File: src/rtl/serial_arith_pkg.sv
// -----------------------------------------------------------------------------
// serial_arith_pkg
// Shared types and helpers for the bit-serial arithmetic blocks.
//   state_e    : control FSM state encoding (IDLE, SHIFT, DONE), 2 bits
//   cnt_width  : bit width of a counter that must index WIDTH serial steps
// -----------------------------------------------------------------------------
package serial_arith_pkg;

  typedef enum logic [1:0] {
    ST_IDLE  = 2'd0,
    ST_SHIFT = 2'd1,
    ST_DONE  = 2'd2
  } state_e;

  // Counter only has to reach WIDTH-1; never narrower than one bit.
  function automatic int cnt_width(input int width);
    int w;
    w = $clog2(width);
    return (w < 1) ? 1 : w;
  endfunction

endpackage

File: src/rtl/serial_shift_reg.sv
// -----------------------------------------------------------------------------
// serial_shift_reg
// WIDTH-bit right-shift register with parallel load and serial input at the MSB.
// Ports:
//   clock_i     rising-edge clock
//   clr_i       synchronous active-high clear (highest priority)
//   load_i      parallel load of load_data_i (priority over shift)
//   load_data_i parallel load value
//   shift_i     shift right by one, serial_i enters at the MSB
//   serial_i    serial input bit
//   data_o      current register contents (bit 0 is the next bit out)
// -----------------------------------------------------------------------------
module serial_shift_reg #(
  parameter int WIDTH = 8
) (
  input  logic             clock_i,
  input  logic             clr_i,
  input  logic             load_i,
  input  logic [WIDTH-1:0] load_data_i,
  input  logic             shift_i,
  input  logic             serial_i,
  output logic [WIDTH-1:0] data_o
);

  logic [WIDTH-1:0] data_q;
  logic [WIDTH-1:0] data_d;

  always_comb begin
    data_d = data_q;
    if (load_i) begin
      data_d = load_data_i;
    end else if (shift_i) begin
      data_d = {serial_i, data_q[WIDTH-1:1]};
    end
  end

  always_ff @(posedge clock_i) begin
    if (clr_i) begin
      data_q <= '0;
    end else begin
      data_q <= data_d;
    end
  end

  assign data_o = data_q;

endmodule

File: src/rtl/serial_addsub.sv
// -----------------------------------------------------------------------------
// serial_addsub
// Bit-serial two's-complement adder/subtractor. Operands load in parallel on a
// start request, then one bit pair per clock is summed LSB first through a
// single carry flop; each sum bit shifts back into the A register. After WIDTH
// shift cycles the result, final carry and signed overflow are registered and
// a one-cycle done pulse is issued.
//
// Optional build macro: SERIAL_ADDSUB_SAT_EN
//   defined   -> on signed overflow sum_out saturates toward the sign of A
//   undefined -> sum_out is the wrapped two's-complement result
//
// Ports:
//   clock      rising-edge clock
//   reset      synchronous active-high reset, clears all state
//   start      operation request, sampled only in IDLE
//   sub        0 = A+B, 1 = A-B, sampled with start
//   a_in/b_in  operands, sampled with start
//   busy       high while shifting
//   done       one-cycle pulse, result outputs valid
//   sum_out    registered result
//   carry_out  final carry (subtract: 1 = no borrow)
//   overflow   signed overflow of the operation
//
// state    | meaning
// ---------+-------------------------------------------------------------
// ST_IDLE  | waiting for start; outputs hold the last result
// ST_SHIFT | one bit pair processed per clock, WIDTH cycles
// ST_DONE  | result registered, done pulse for one cycle
// -----------------------------------------------------------------------------
module serial_addsub
  import serial_arith_pkg::*;
#(
  parameter int WIDTH = 8
) (
  input  logic             clock,
  input  logic             reset,
  input  logic             start,
  input  logic             sub,
  input  logic [WIDTH-1:0] a_in,
  input  logic [WIDTH-1:0] b_in,
  output logic             busy,
  output logic             done,
  output logic [WIDTH-1:0] sum_out,
  output logic             carry_out,
  output logic             overflow
);

  localparam int CW = cnt_width(WIDTH);
  localparam logic [CW-1:0] CNT_LAST = CW'(WIDTH - 1);
  localparam logic [CW-1:0] CNT_MSB  = CW'(WIDTH - 2);

  state_e           state_q, state_d;
  logic             carry_q, carry_d;
  logic [CW-1:0]    cnt_q, cnt_d;
  logic             c_msb_q, c_msb_d;
  logic [WIDTH-1:0] sum_q, sum_d;
  logic             carry_out_q, carry_out_d;
  logic             ov_q, ov_d;
`ifdef SERIAL_ADDSUB_SAT_EN
  logic             sign_a_q, sign_a_d;
`endif

  logic             load;
  logic             shift;
  logic [WIDTH-1:0] b_load_val;
  logic [WIDTH-1:0] a_data;
  logic [WIDTH-1:0] b_data;
  logic             s_bit;
  logic             c_next;
  logic             ov_next;
  logic [WIDTH-1:0] raw_sum;
  logic             unused_b_hi;

  // Subtraction is A + ~B + 1: invert B at load, seed the carry with 1.
  assign b_load_val = sub ? ~b_in : b_in;

  serial_shift_reg #(.WIDTH(WIDTH)) u_a_reg (
    .clock_i     (clock),
    .clr_i       (reset),
    .load_i      (load),
    .load_data_i (a_in),
    .shift_i     (shift),
    .serial_i    (s_bit),
    .data_o      (a_data)
  );

  serial_shift_reg #(.WIDTH(WIDTH)) u_b_reg (
    .clock_i     (clock),
    .clr_i       (reset),
    .load_i      (load),
    .load_data_i (b_load_val),
    .shift_i     (shift),
    .serial_i    (1'b0),
    .data_o      (b_data)
  );

  // Only the LSB of B is consumed; the upper bits just shift through.
  assign unused_b_hi = ^b_data[WIDTH-1:1];

  assign s_bit   = a_data[0] ^ b_data[0] ^ carry_q;
  assign c_next  = (a_data[0] & b_data[0]) | (a_data[0] & carry_q) |
                   (b_data[0] & carry_q);
  // Signed overflow: carry into the MSB differs from carry out of it.
  assign ov_next = c_next ^ c_msb_q;
  // On the last step A still holds WIDTH-1 result bits above its LSB.
  assign raw_sum = {s_bit, a_data[WIDTH-1:1]};

  always_comb begin
    state_d     = state_q;
    carry_d     = carry_q;
    cnt_d       = cnt_q;
    c_msb_d     = c_msb_q;
    sum_d       = sum_q;
    carry_out_d = carry_out_q;
    ov_d        = ov_q;
`ifdef SERIAL_ADDSUB_SAT_EN
    sign_a_d    = sign_a_q;
`endif
    load        = 1'b0;
    shift       = 1'b0;

    case (state_q)
      ST_IDLE: begin
        if (start) begin
          load     = 1'b1;
          carry_d  = sub;
          cnt_d    = '0;
`ifdef SERIAL_ADDSUB_SAT_EN
          sign_a_d = a_in[WIDTH-1];
`endif
          state_d  = ST_SHIFT;
        end
      end

      ST_SHIFT: begin
        shift   = 1'b1;
        carry_d = c_next;
        cnt_d   = cnt_q + CW'(1);
        if (cnt_q == CNT_MSB) begin
          c_msb_d = c_next;
        end
        if (cnt_q == CNT_LAST) begin
`ifdef SERIAL_ADDSUB_SAT_EN
          if (ov_next) begin
            sum_d = sign_a_q ? {1'b1, {(WIDTH-1){1'b0}}}
                             : {1'b0, {(WIDTH-1){1'b1}}};
          end else begin
            sum_d = raw_sum;
          end
`else
          sum_d = raw_sum;
`endif
          carry_out_d = c_next;
          ov_d        = ov_next;
          state_d     = ST_DONE;
        end
      end

      ST_DONE: begin
        state_d = ST_IDLE;
      end

      default: begin
        state_d = ST_IDLE;
      end
    endcase
  end

  always_ff @(posedge clock) begin
    if (reset) begin
      state_q     <= ST_IDLE;
      carry_q     <= 1'b0;
      cnt_q       <= '0;
      c_msb_q     <= 1'b0;
      sum_q       <= '0;
      carry_out_q <= 1'b0;
      ov_q        <= 1'b0;
`ifdef SERIAL_ADDSUB_SAT_EN
      sign_a_q    <= 1'b0;
`endif
    end else begin
      state_q     <= state_d;
      carry_q     <= carry_d;
      cnt_q       <= cnt_d;
      c_msb_q     <= c_msb_d;
      sum_q       <= sum_d;
      carry_out_q <= carry_out_d;
      ov_q        <= ov_d;
`ifdef SERIAL_ADDSUB_SAT_EN
      sign_a_q    <= sign_a_d;
`endif
    end
  end

  assign busy      = (state_q == ST_SHIFT);
  assign done      = (state_q == ST_DONE);
  assign sum_out   = sum_q;
  assign carry_out = carry_out_q;
  assign overflow  = ov_q;

endmodule

File: config.mk
export PLATFORM = sky130hd
export DESIGN_NAME = serial_addsub
export DESIGN_NICKNAME = d
export VERILOG_FILES = /design/src/rtl/serial_arith_pkg.sv /design/src/rtl/serial_shift_reg.sv /design/src/rtl/serial_addsub.sv
export SDC_FILE = /design/constraint.sdc
export NUM_CORES = 1
export LEC_CHECK = 0
export BUFFER_PORTS_ARGS = -buffer_cell sky130_fd_sc_hd__buf_4
export CAP_MARGIN = 20
export CELL_PAD_IN_SITES_DETAIL_PLACEMENT = 0
export CELL_PAD_IN_SITES_GLOBAL_PLACEMENT = 1
export CORE_MARGIN = 2
export CORE_UTILIZATION = 39
export CTS_CLUSTER_DIAMETER = 120
export DETAILED_ROUTE_END_ITERATION = 12
export PLACE_DENSITY = 0.75
export REMOVE_ABC_BUFFERS = 1
export SYNTH_ARGS = -nofsm -noshare
export SYNTH_HDL_FRONTEND = slang
export SYNTH_SLANG_ARGS = --single-unit
File: constraint.sdc
create_clock -name clock -period 1.6 [get_ports clock]
set_clock_uncertainty 0.1 [all_clocks]
set_input_delay 0.32 -clock clock [delete_from_list [all_inputs] [get_ports clock]]
set_output_delay 0.32 -clock clock [all_outputs]
set_load 0.1 [all_outputs]
==> results.md, run 1 <==
* First-pass GRT wire length at 5.68 mm
* R2R Setup Slk at 100 ps
* Initial antenna violation count at 0
* Fmax at 645 MHz
* Routed vias at 1,280
* Final Non-Filler Cells at 258
* Final min period at 1550 ps
* Commonest non-fill, non-tap cell in the layout: buf_4
* DR WL/cell at 12.6 µm
* Hold_ws at 238 ps
* GR Overflow Total at 0
* # hold bufs at CTS at 0
* Post-route clock period utilization at 0.968
* Setup slack after layout at 50.5 ps
* Starting Density at 0.408
* Final core utilization at 0.539
* Critical Path Fanout Max at 20
* Drt via density at 4.96
* Post-synthesis mux area share at 0.0134
* Placed Cells at 250
* # diodes at 0
* Setup crit end kind: output port
* CORE AREA at 3660 µm²
* Root Driver: clkbuf_8
* Worst skew pair latency at 280 ps
* # DRC at 0
* Num CTS Buffers at 5
* Post-Synth XOR/XNOR Area at 0.0528
* Hold path endpoint: u_b_reg.data_o[7]
* Maxcap violations at 0
* Power consumption at 1.75 mW
* Reg clk slew, reported paths at 70 ps
* CTS H-Tree Depth at 2
* Crit Path Category: register to output port
* Placed Instance Area at 1850 µm²
* Initial DRC count at 72
* Worst min path class: primary input to register
* Static Leak at 0.801 nW
* RR Startpoint: state_q[0]
* Routed wire length at 3.25 mm
* P&R area growth vs syn at 32.0%
* Vias in the first global route at 1,243
* Min-delay src: b_in[7]
* Critical Path Start Type: register
* Slew at the pin closest to its max-slew limit at 446 ps
* Hpwl dp at 2.36 mm
* Yosys warning count at 0
* Die Wd at 65.9 µm
* Final non-filler cell area at 1970 µm²
* Slew Viols, Final at 0
* Die area at 4340 µm²
* CTS tree: done
* Synth Area in Compound Gates at 0.160
* Die height at 65.9 µm
* DR pass1 iterations at 4
* Hold-critical path depth at 3
* Largest net degree at the start of global routing at 21
* Most frequent cells in the layout: 38 x buf_4, 30 x dfxtp_1, 23 x nor2_1
* Fillers at 360
* Synthesized flop and latch total at 33
* Synth Cell Area at 1490 µm²
* Unique masters post-synth at 28
* CP Data Required Time at 1180 ps
* Max Root-Sink Buffers at 2
* Top cell type's share of synthesized area at 0.442
* Status: complete, no violations
* GP Congestion at 0.764
* Post-synthesis average cell area at 8.74 µm²
* Port bufs at 31
* RR Endpoint: u_b_reg.data_o[1]
* Final Hold Viols at 0
* Rel. slew slack at 0.701
* Share of layout cells above drive strength 1 at 0.338
* Crit path arrival time at 1130 ps
* Clock net sink count at 33
* Mapped Cells at 171
* Max IR drop VDD at 0.404 mV
* Sequential fraction of the synthesis area at 0.442
* Final setup TNS at 0 ps
* Ports at 32
* PostCTS Resize Cnt at 10
* Total setup buffers inserted after CTS at 0
* Power per cell area at 886 nW/µm²
* Endpoints failing setup at 0
* R2R depth at 3
* Synth area leader: dfxtp_1
* Floorplan row count at 22
* Post-Synth Adder-Cell Area at 0.0385
* Synth area leaders: dfxtp_1 44%, a21oi_1 6.0%, nor2_1 5.8%
* Simple-gate share of the synthesized area at 0.255
* Antenna viol nets, final at 0
* Nets at 233
* Gr usage total at 0.178
* Combinational family with the most area after synthesis: simple AND/OR/NAND/NOR gates
* Setup WS pre-CTS at 59.8 ps
* RSZ-0062 raised after global routing: true
-- worst max-delay path: stages, from the launching register on --
cell and delay [ps]:
dfxtp_4 370, buf_12 150, nor2b_4 130, buf_12 180
-- area by class of cell --
cell class                      count  area (µm²)  share of cell area
Sequential cell                    33         667               0.338
Tap cell                           48        60.1              0.0305
Multi-Input combinational cell    124         786               0.398
Clock inverter                      2        10.0             0.00508
Inverter                            3        11.3             0.00571
Timing Repair Buffer               42         365               0.185
Clock buffer                        6        72.6              0.0368
-- synth_stat cells --
master	number
nor2b_1	1
a211oi_1	3
buf_1	2
nor3_1	9
nor2_1	23
xnor2_1	9
o21ai_0	1
o21ba_2	1
clkbuf_1	6
nand2b_1	9
a21oi_1	18
buf_2	3
mux2i_1	2
nand4_1	1
or3b_2	8
nand3b_1	1
ha_1	3
o21bai_1	1
dfxtp_1	33
a22oi_1	1
nand2_1	20
and3b_1	1
inv_1	3
o221ai_1	1
a2bb2oi_1	1
fa_1	1
or4b_1	2
a221o_2	7
-- cell families (layout without fill, tap and decap cells) --
group                    count (synthesis)  in the layout
multiplexers                             2              2
AND/OR/NAND/NOR                         75             75
flip-flops                              33             33
buffers and inverters                   14             53
AO/OA/AOI/OAI                           34             34
adder cells (fa/ha/maj)                  4              4
XOR/XNOR                                 9              9
-- routing by layer --
layer	vias to the layer above	GRT usage	wire, µm
met2	26	0.299	1610
li1	661	-	-
met1	588	0.206	1420
met5	-	0	0
met3	5	0.0596	171
met4	0	0.0781	45
-- registers in the layout, summed over array words and instances (netlist names) --
signal and count:
c_msb_q 1, sum_out 8, u_a_reg.data_o 8, carry_out 1, u_b_reg.data_o 8, cnt_q 3
state_q 2, overflow 1, carry_q 1
-- how the worst max path moves through the flow --
stage,cells after the start,endpoint,start
2_1_floorplan,1,done,state_q[1]
3_3_place_gp,4,u_b_reg.data_o[6],start
3_5_place_dp,6,sum_out[6],cnt_q[0]
4_1_cts,3,busy,state_q[1]
5_1_grt,6,sum_out[6],cnt_q[1]
6_report,3,done,state_q[0]
-- report_power, final --
group	leakage, nW	switching, mW	internal, mW	total [mW]
Clock	0.0450	0.297	0.301	0.599
Sequential	0.271	0.0325	0.864	0.896
Combinational	0.485	0.116	0.136	0.252
(Power assumes the default switching activity.)
==> run 2, diff against run 1 <==
==> constraint.sdc (replaced) <==
create_clock -name clock -period 1.7 [get_ports clock]
set_clock_uncertainty 0.1 [all_clocks]
set_input_delay 0.34 -clock clock [delete_from_list [all_inputs] [get_ports clock]]
set_output_delay 0.34 -clock clock [all_outputs]
set_load 0.1 [all_outputs]
==> run 2 against run 1 <==
Largest cell class unchanged. Combinational power decreased by 9.1%. Routed wire length fell by 0.74%. Critical endpoint unchanged. Final cell count shrank 0.78%. Clock-buffer cell count rose by 1. Setup slack improved by 23 ps. Critical path depth did not move.
==> results.md, run 2 (synthesis gave the netlist of run 1 again) <==
* Status: complete, no violations (unchanged)
* P_sw at 0.390 mW (was 0.446 mW)
* DR WL/cell at 12.6 µm (about the same)
* P&R area growth vs syn at 29.8% (was 32.0%)
* Reg clk slew, reported paths at 60 ps (was 70 ps)
* # diodes at 0 (unchanged)
* # hold bufs at CTS at 0 (unchanged)
* Sw Ratio at 0.237 (was 0.255)
* Critical Path Start Type: register (unchanged)
* R2R depth at 6 (was 3)
* Worst skew pair latency at 280 ps (about the same)
* Setup crit end kind: output port (unchanged)
* Crit Path Category: register to output port (unchanged)
* Final Non-Filler Cells at 256 (was 258)
* Floorplan row count at 22 (unchanged)
* First-pass GRT wire length at 5.58 mm (was 5.68 mm)
* Share of layout cells above drive strength 1 at 0.322 (was 0.338)
* Crit path arrival time at 1190 ps (was 1130 ps)
* Drt via density at 5.06 (was 4.96)
* Post-route clock period utilization at 0.957
* Critical Path Fanout Max at 12 (was 20)
* Slew at the pin closest to its max-slew limit at 431 ps (was 446 ps)
* Num CTS Buffers at 5 (unchanged)
* Placed Cells at 249 (was 250)
* Hold path endpoint: u_b_reg.data_o[7] (unchanged)
* Routed wire length at 3.22 mm (was 3.25 mm)
* DR pass1 iterations at 4 (unchanged)
* Rel. slew slack at 0.712 (was 0.701)
* Final non-filler cell area at 1940 µm² (was 1970 µm²)
* Hold_ws at 283 ps (was 238 ps)
* Initial antenna violation count at 0 (unchanged)
* CP Data Required Time at 1260 ps (was 1180 ps)
* Start point of the critical path: state_q[0] (unchanged)
* Endpoints failing setup at 0 (unchanged)
* Fmax at 615 MHz
* RR Endpoint: sum_out[7] (was u_b_reg.data_o[1])
* Die Wd at 65.9 µm (unchanged)
* Final Hold Viols at 0 (unchanged)
* Min-delay src: b_in[7] (unchanged)
* Total setup buffers inserted after CTS at 0 (unchanged)
* RR Startpoint: cnt_q[0] (was state_q[0])
* R2R Setup Slk at 200 ps (was 100 ps)
* Sequential share of power at 0.514 (was 0.513)
* Gr usage total at 0.172 (was 0.178)
* Combinational power share at 0.139 (was 0.144)
* Final min period at 1630 ps
* Worst min path class: primary input to register (unchanged)
* CTS tree: done (unchanged)
* Largest net degree at the start of global routing at 30 (was 21)
* Port bufs at 31 (unchanged)
* Initial DRC count at 53 (was 72)
* Vias in the first global route at 1,254 (was 1,243)
* Nets at 232 (was 233)
* Placed Instance Area at 1820 µm² (was 1850 µm²)
* Critical path's largest stage delay at 380 ps (was 370 ps)
* # DRC at 0 (unchanged)
* Die area at 4340 µm² (unchanged)
* Hpwl dp at 2.38 mm (was 2.36 mm)
* Max Root-Sink Buffers at 2 (unchanged)
* Slowest CP cell: dfxtp_2 (was dfxtp_4)
* Int Power at 1.26 mW (was 1.30 mW)
* Power per cell area at 849 nW/µm² (was 886 nW/µm²)
* Slew Viols, Final at 0 (unchanged)
* Final core utilization at 0.530 (was 0.539)
* CORE AREA at 3660 µm² (unchanged)
* Clk pwr share at 0.347 (was 0.343)
* Die height at 65.9 µm (unchanged)
* GR Overflow Total at 0 (unchanged)
* Antenna viol nets, final at 0 (unchanged)
* Most frequent cells in the layout: 39 x buf_4, 31 x dfxtp_1, 23 x nor2_1 (was 38 x buf_4, 30 x dfxtp_1, 23 x nor2_1)
* CTS H-Tree Depth at 2 (unchanged)
* Ports at 32 (unchanged)
* Routed vias at 1,295 (was 1,280)
* Hold-critical path depth at 3 (unchanged)
* Commonest non-fill, non-tap cell in the layout: buf_4 (unchanged)
* Root Driver: clkbuf_8 (unchanged)
* Clock net sink count at 33 (unchanged)
* PostCTS Resize Cnt at 4 (was 10)
* Static Leak at 0.785 nW (was 0.801 nW)
* Maxcap violations at 0 (unchanged)
* Starting Density at 0.408 (unchanged)
* Max IR drop VDD at 0.494 mV (was 0.404 mV)
* RSZ-0062 raised after global routing: false (was true)
* GP Congestion at 0.852 (was 0.764)
* Crit path cell chain: buf_4, nor2b_4, buf_12 (was buf_12, nor2b_4, buf_12)
## run 2: stage by stage
step	power, mW	TNS, ps	setup slack, ps
finish	1.65	0	73.0
global route	1.74	0	13.0
CTS	1.66	0	2.98
detailed placement	1.09	0	129
global placement	1.08	0	165
floorplan	0.989	-1680	-660
## run 2: routing by layer
metal / vias to the layer above / GRT usage / wire [µm]
li1: 663 / - / -
met1: 594 / 0.185 / 1430
met2: 34 / 0.307 / 1580
met3: 4 / 0.0630 / 173
met4: 0 / 0.0625 / 44
met5: - / 0 / 0
## run 2: how the worst max path moves through the flow
stage / to / slack (ps) / cells past startpoint
CTS: busy / 3 / 3
global route: busy / 10 / 3
detailed placement: sum_out[6] / 130 / 6
floorplan: done / -660 / 1
global placement: u_b_reg.data_o[2] / 160 / 4
finish: done / 70 / 3
## run 2: cell type report
type | instances | area (µm²)
fillers | 354 | 1720
multi-input cells | 124 | 786
flip-flops and latches | 33 | 663
repair buffers | 41 | 333
clock buffers | 7 | 86.3
well taps | 48 | 60.1
inverters | 3 | 11.3
## run 2: power by group through the flow
stage / combinational, mW / sequential [mW] / clock [mW]
2_1_floorplan: 0.133 / 0.856 / 0
6_report: 0.229 / 0.846 / 0.571
3_3_place_gp: 0.221 / 0.860 / 0
5_1_grt: 0.255 / 0.852 / 0.630
3_5_place_dp: 0.225 / 0.862 / 0
4_1_cts: 0.229 / 0.845 / 0.585
## run 2: critical path, delay by kind of cell (launching register included)
family | cells | cell delay (ps)
flops | 1 | 380
buf+inv | 2 | 380
simple gates | 1 | 140
